<file path="config.mk">
export PLATFORM = sky130hd
export DESIGN_NAME = prime_search_engine
export DESIGN_NICKNAME = d
export VERILOG_FILES = /design/src/rtl/rsa_pkg.sv /design/src/rtl/mod_mul_serial.sv /design/src/rtl/prime_search_engine.sv
export SDC_FILE = /design/constraint.sdc
export NUM_CORES = 2
export LEC_CHECK = 0
export ABC_AREA = 1
export CAP_MARGIN = 20
export CORE_MARGIN = 3
export CORE_UTILIZATION = 45
export CTS_CLUSTER_SIZE = 8
export DETAILED_ROUTE_END_ITERATION = 10
export GPL_TIMING_DRIVEN = 0
export SETUP_SLACK_MARGIN = 0.4
export SLEW_MARGIN = 20
export SYNTH_ARGS = -nofsm -noshare
export SYNTH_HDL_FRONTEND = slang
export SYNTH_HIERARCHICAL = 1
export SYNTH_SLANG_ARGS = --single-unit
</file>
<file path="constraint.sdc">
create_clock -name clk -period 10.9 [get_ports clk]
set_clock_uncertainty 0.2 [all_clocks]
set_input_delay 1.09 -clock clk [delete_from_list [all_inputs] [get_ports clk]]
set_output_delay 1.09 -clock clk [all_outputs]
set_load 0.02 [all_outputs]
</file>
<file path="src/rtl/rsa_pkg.sv">
// rtl/rsa_pkg.sv - shared types, defaults and helpers for the RSA key-generation blocks
package rsa_pkg;

  typedef enum logic [2:0] {
    S_IDLE, S_GEN, S_EXP_INIT, S_SQ, S_MUL, S_CHECK, S_DONE
  } state_t;

  // Narrower instances take the low bits of this seed unless overridden.
  localparam logic [127:0] DEFAULT_SEED = 128'hABCDEFABCDEF1234;

  function automatic logic [127:0] default_taps(input int width);
    case (width)
      16:      return 128'hB400;
      32:      return 128'h80200003;
      default: return 128'hD800000000000000;
    endcase
  endfunction

  function automatic int max_base(input int rounds);
    return rounds + 1;
  endfunction

endpackage

</file>
<file path="src/rtl/mod_mul_serial.sv">
// rtl/mod_mul_serial.sv - serial interleaved shift-add modular multiplier, result = a*b mod n
module mod_mul_serial #(
  parameter int WIDTH = 64
) (
  input  logic             clk,
  input  logic             reset,
  input  logic             start,
  input  logic [WIDTH-1:0] a,
  input  logic [WIDTH-1:0] b,
  input  logic [WIDTH-1:0] n,
  output logic             done,
  output logic [WIDTH-1:0] result
);
  localparam int CW = $clog2(WIDTH + 1);

  logic [WIDTH+1:0] acc, step, red1, red;
  logic [WIDTH-1:0] a_q, b_q, n_q;
  logic [CW-1:0]    cnt;
  logic             run;

  // acc < n and a < n, so 2*acc + a < 3n: two conditional subtractions suffice.
  always_comb begin
    step = {acc[WIDTH:0], 1'b0} + (b_q[WIDTH-1] ? {2'b00, a_q} : '0);
    red1 = (step >= {2'b00, n_q}) ? step - {2'b00, n_q} : step;
    red  = (red1 >= {2'b00, n_q}) ? red1 - {2'b00, n_q} : red1;
  end

  // done and result are valid in the final iteration cycle so the caller can chain ops back to back.
  assign done   = run && (cnt == CW'(1));
  assign result = red[WIDTH-1:0];

  always_ff @(posedge clk) begin
    if (reset) begin
      run <= 1'b0;
      cnt <= '0;
      acc <= '0;
      a_q <= '0;
      b_q <= '0;
      n_q <= '0;
    end else if (start) begin
      run <= 1'b1;
      cnt <= CW'(WIDTH);
      acc <= '0;
      a_q <= a;
      b_q <= b;
      n_q <= n;
    end else if (run) begin
      acc <= red;
      b_q <= b_q << 1;
      cnt <= cnt - CW'(1);
      if (cnt == CW'(1)) run <= 1'b0;
    end
  end

endmodule

</file>
<file path="src/rtl/prime_search_engine.sv">
// rtl/prime_search_engine.sv - LFSR-driven or external-candidate Fermat prime search
module prime_search_engine
  import rsa_pkg::*;
#(
  parameter int               WIDTH     = 64,
  parameter int               ROUNDS    = 4,
  parameter int               MAX_TRIES = 1024,
  parameter logic [WIDTH-1:0] TAPS      = WIDTH'(default_taps(WIDTH)),
  parameter logic [WIDTH-1:0] SEED      = WIDTH'(DEFAULT_SEED)
) (
  input  logic             clk,
  input  logic             reset,
  input  logic             start,
  input  logic             mode,
  input  logic [WIDTH-1:0] cand_in,
  output logic             busy,
  output logic             done,
  output logic             found,
  output logic [WIDTH-1:0] prime_out,
  output logic [15:0]      tries
);
  localparam logic [WIDTH-1:0] SEED_NZ  = (SEED == '0) ? WIDTH'(1) : SEED;
  localparam logic [WIDTH-1:0] SHAPE    = {1'b1, {(WIDTH-2){1'b0}}, 1'b1};
  localparam logic [WIDTH-1:0] MAX_BASE = WIDTH'(max_base(ROUNDS));
  localparam int               ECW      = $clog2(WIDTH + 1);

  state_t           state;
  logic             mode_q, pass, mul_start, mul_done;
  logic [WIDTH-1:0] lfsr, lfsr_next, cand, r, e, mul_b, mul_result;
  logic [ECW-1:0]   ebits;
  logic [2:0]       round;
  logic [31:0]      try_cnt;

  assign lfsr_next = lfsr[0] ? ((lfsr >> 1) ^ TAPS) : (lfsr >> 1);
  assign mul_b     = (state == S_MUL) ? WIDTH'(round) + WIDTH'(2) : r;

  mod_mul_serial #(.WIDTH(WIDTH)) u_mul (
    .clk    (clk),
    .reset  (reset),
    .start  (mul_start),
    .a      (r),
    .b      (mul_b),
    .n      (cand),
    .done   (mul_done),
    .result (mul_result)
  );

  always_ff @(posedge clk) begin
    if (reset) begin
      state     <= S_IDLE;
      lfsr      <= SEED_NZ;
      busy      <= 1'b0;
      done      <= 1'b0;
      found     <= 1'b0;
      prime_out <= '0;
      tries     <= '0;
      try_cnt   <= '0;
      mode_q    <= 1'b0;
      pass      <= 1'b0;
      mul_start <= 1'b0;
      cand      <= '0;
      r         <= '0;
      e         <= '0;
      ebits     <= '0;
      round     <= '0;
    end else begin
      done      <= 1'b0;
      mul_start <= 1'b0;
      case (state)
        S_IDLE: if (start) begin
          mode_q  <= mode;
          found   <= 1'b0;
          tries   <= '0;
          try_cnt <= '0;
          busy    <= 1'b1;
          state   <= S_GEN;
        end
        S_GEN: begin
          tries   <= (tries == 16'hFFFF) ? tries : tries + 16'd1;
          try_cnt <= try_cnt + 32'd1;
          round   <= '0;
          if (mode_q) begin
            cand <= cand_in;
            if (!cand_in[0] || cand_in <= MAX_BASE) begin
              pass  <= 1'b0;
              state <= S_DONE;
            end else begin
              state <= S_EXP_INIT;
            end
          end else begin
            lfsr  <= lfsr_next;
            cand  <= lfsr_next | SHAPE;
            state <= S_EXP_INIT;
          end
        end
        S_EXP_INIT: begin
          r         <= WIDTH'(1);
          e         <= cand - WIDTH'(1);
          ebits     <= ECW'(WIDTH);
          mul_start <= 1'b1;
          state     <= S_SQ;
        end
        // Exponent scanned MSB first; a set bit inserts a multiply by the base after the square.
        S_SQ, S_MUL: if (mul_done) begin
          r <= mul_result;
          if (state == S_SQ && e[WIDTH-1]) begin
            mul_start <= 1'b1;
            state     <= S_MUL;
          end else begin
            e     <= e << 1;
            ebits <= ebits - ECW'(1);
            if (ebits == ECW'(1)) begin
              state <= S_CHECK;
            end else begin
              mul_start <= 1'b1;
              state     <= S_SQ;
            end
          end
        end
        S_CHECK: begin
          if (r == WIDTH'(1)) begin
            if (32'(round) < 32'(ROUNDS - 1)) begin
              round <= round + 3'd1;
              state <= S_EXP_INIT;
            end else begin
              pass  <= 1'b1;
              state <= S_DONE;
            end
          end else if (!mode_q && try_cnt < 32'(MAX_TRIES)) begin
            state <= S_GEN;
          end else begin
            pass  <= 1'b0;
            state <= S_DONE;
          end
        end
        S_DONE: begin
          done      <= 1'b1;
          busy      <= 1'b0;
          found     <= pass;
          prime_out <= cand;
          state     <= S_IDLE;
        end
        default: state <= S_IDLE;
      endcase
    end
  end

endmodule
</file>
==> impl_results.md <==
- Status: finished clean
- Layout area overhead: 12.8%
- Flop2flop setup slack: 0.77 ns
- Post-route ant nets: 0
- CTS Sinks: 652
- Final Hold Viols: 0
- Inst Count DP: 8,625
- Post-synthesis sequential area ratio: 29.2%
- Drt first pass iters: 6
- Worst Hold Path EP: u_mul/b_q[2]
- CTS Hold Buffers Added: 0
- Max Clock Freq: 98.7 MHz
- Core area: 98,600 um2
- Io pins: 151
- Slowest cell on crit path: xor2_1
- Worst slew margin: 21.5%
- Vias in the first global route: 46,200
- Total track usage: 36.5%
- Setup CP Type: reg2reg
- CTS tree: done
- Initial DRC count: 4,437
- Most frequent CP cell: nand2_1
- Asr flop ratio synth: 0%
- TritonCTS buffer count: 92
- Die W: 321 um
- Residual DRC: 0
- Crit path DAT: 10.54 ns
- Synth Net Count: 7,460
- Placed cell area: 47,900 um2
- Share of layout cells above drive strength 1: 5.37%
- CTS H-Tree Depth: 3
- Slew @ Worst Pin: 1.18 ns
- Final WL: 194,000 um
- Gate Count Post-Synth: 7,188
- Nets@finish: 7,705
- R2r endpoint: r[44]
- Vias per std cell: 5.58
- Hold Path Origin: u_mul/b_q[1]
- Post-synthesis cell type count: 64
- RSZ-0062 raised after global routing: false
- Reg-to-Reg Start: u_mul/b_q[63]
- Routed WL per cell: 22.2 um
- Largest net degree at the start of global routing: 14
- Clk buf depth: 3
- #FFs+latches synth: 652
- Max stage delay on crit path: 0.61 ns
- Place WS: -0.471 ns
- Die height: 321 um
- Syn Area/Cell: 6.23 um2
- Initial antenna violation count: 4
- Max cap viols: 0
- CP startpoint: u_mul/b_q[63]
- Post-synth EDFFs: 0
- Post-route core utilization: 51.2%
- # rows: 115
- Starting Density: 45.4%
- Die footprint: 103,000 um2
- CTS Root Cell: clkbuf_16
- Clk Latency, worst-skew pair: 0.67 ns
- Final worst-path cycle share: 93.0%
- Non-Filler Instances: 8,734
- Max Slew Vio Count: 0
- Post-layout min period: 10.13 ns
- Most numerous cell in the Yosys netlist: nand2_1
- Synthesized cell area: 44,800 um2
- Clock-pin slew on the worst setup and hold paths: 0.05 ns
- Synth top area cells: dfxtp_1, nand2_1, nor2_1, inv_1, a21oi_1
- CP endpoint kind: flip-flop
- # setup viols final: 0
- Post-synth top cells: nand2_1, nor2_1, inv_1
- Vias: 48,800
- Primary FF master, synth: dfxtp_1
- Yosys top cell area share: 29.2%
- Crit path max fanout: 10
- First-pass GRT wire length: 283,000 um
- Yosys warns: 6
- Design area: 50,500 um2
- Final GP Congestion: 1.06
- Area leader, netlist: dfxtp_1
- Post-route setup slack: 0.765 ns
- Worst hold stages: 2
- Startpoint Class: flip-flop
- Hold Path Class: reg2reg
- HPWL Detailed: 162,000 um
- Worst EP required: 11.31 ns
- Worst r2r path cells: 45
- I/O Buffers: 150
- GRT overflow: 0
-- area by class of cell --
| class | instances | area, um2 |
|---|---|---|
| repair buffers | 151 | 1510 |
| fillers | 10600 | 48100 |
| clock inverters | 8 | 135 |
| flip-flops and latches | 652 | 13100 |
| clock buffers | 96 | 2360 |
| plain buffers | 352 | 1880 |
| inverters | 835 | 3140 |
| diodes | 4 | 10.0 |
| multi-input cells | 5349 | 26800 |
| well taps | 1287 | 1610 |
-- registers in the layout (all words and copies together) (netlist names), 64 cells and up --
signal,flops
prime_out,64
lfsr,64
cand,64
r,64
u_mul/n_q,64
e,64
u_mul/b_q,64
u_mul/a_q,64
u_mul/acc,65
-- cells by family after synthesis --
family	share of synthesized area, %
AOI/OAI and AO/OA	16.9
xor gates and xnor gates	3.75
adders and majority gates	5.75
buffers and inverters	11.2
DFF	29.2
and+or+nand+nor	33.2
-- routing by layer --
| layer | vias up | track usage (%) | wire length (um) |
|---|---|---|---|
| li1 | 23800 | - | - |
| met1 | 22600 | 45.3 | 79200 |
| met2 | 1878 | 60.5 | 88400 |
| met3 | 442 | 4.96 | 13400 |
| met4 | 0 | 21.3 | 13200 |
| met5 | - | 0 | 0 |
-- through the flow --
step | TNS [ns] | hold WS [ns]
after floorplan | 0 | 0.225
after global placement | -14.16 | 0.237
after detailed placement | -12.93 | 0.243
after CTS | 0 | 0.252
after global routing | 0 | 0.273
final | 0 | 0.255
-- worst max path at each step --
stage / endpoint / slack (ns) / cells past startpoint
finish: r[44] / 0.77 / 45
floorplan: r[0] / 3.37 / 51
global placement: r[44] / -0.53 / 50
global route: r[55] / 0.44 / 56
CTS: r[60] / 0.41 / 54
detailed placement: r[44] / -0.47 / 50
-- worst max-delay path: cells and delay by family (launching register included) --
family / cells / cell delay (ns)
buffers and inverters: 9 / 1.60
AND/OR/NAND/NOR: 24 / 3.71
flip-flops: 1 / 0.32
XOR/XNOR: 2 / 0.87
AO/OA/AOI/OAI: 6 / 1.91
adder cells (fa/ha/maj): 4 / 1.40
-- placed cells by master, fill, tap and decap left out, drive strengths merged, types with 150 or more instances in the layout --
master         count
nand3            542
dfxtp            652
nand2           1752
o21ai            443
clkdlybuf4s50    150
clkbuf           276
inv              838
a21oi            598
buf              173
nor2            1093
xor2             161
ha               201
-- what timing repair did --
action                                  in CTS  in global routing
endpoints found under the setup margin     129                129
buffers inserted                             0                  1
resized for setup                            8                 20
pin swaps                                    0                  2
Power is not shown: default switching activity piles up to over one toggle a cycle in this logic, so the estimate is an artifact.
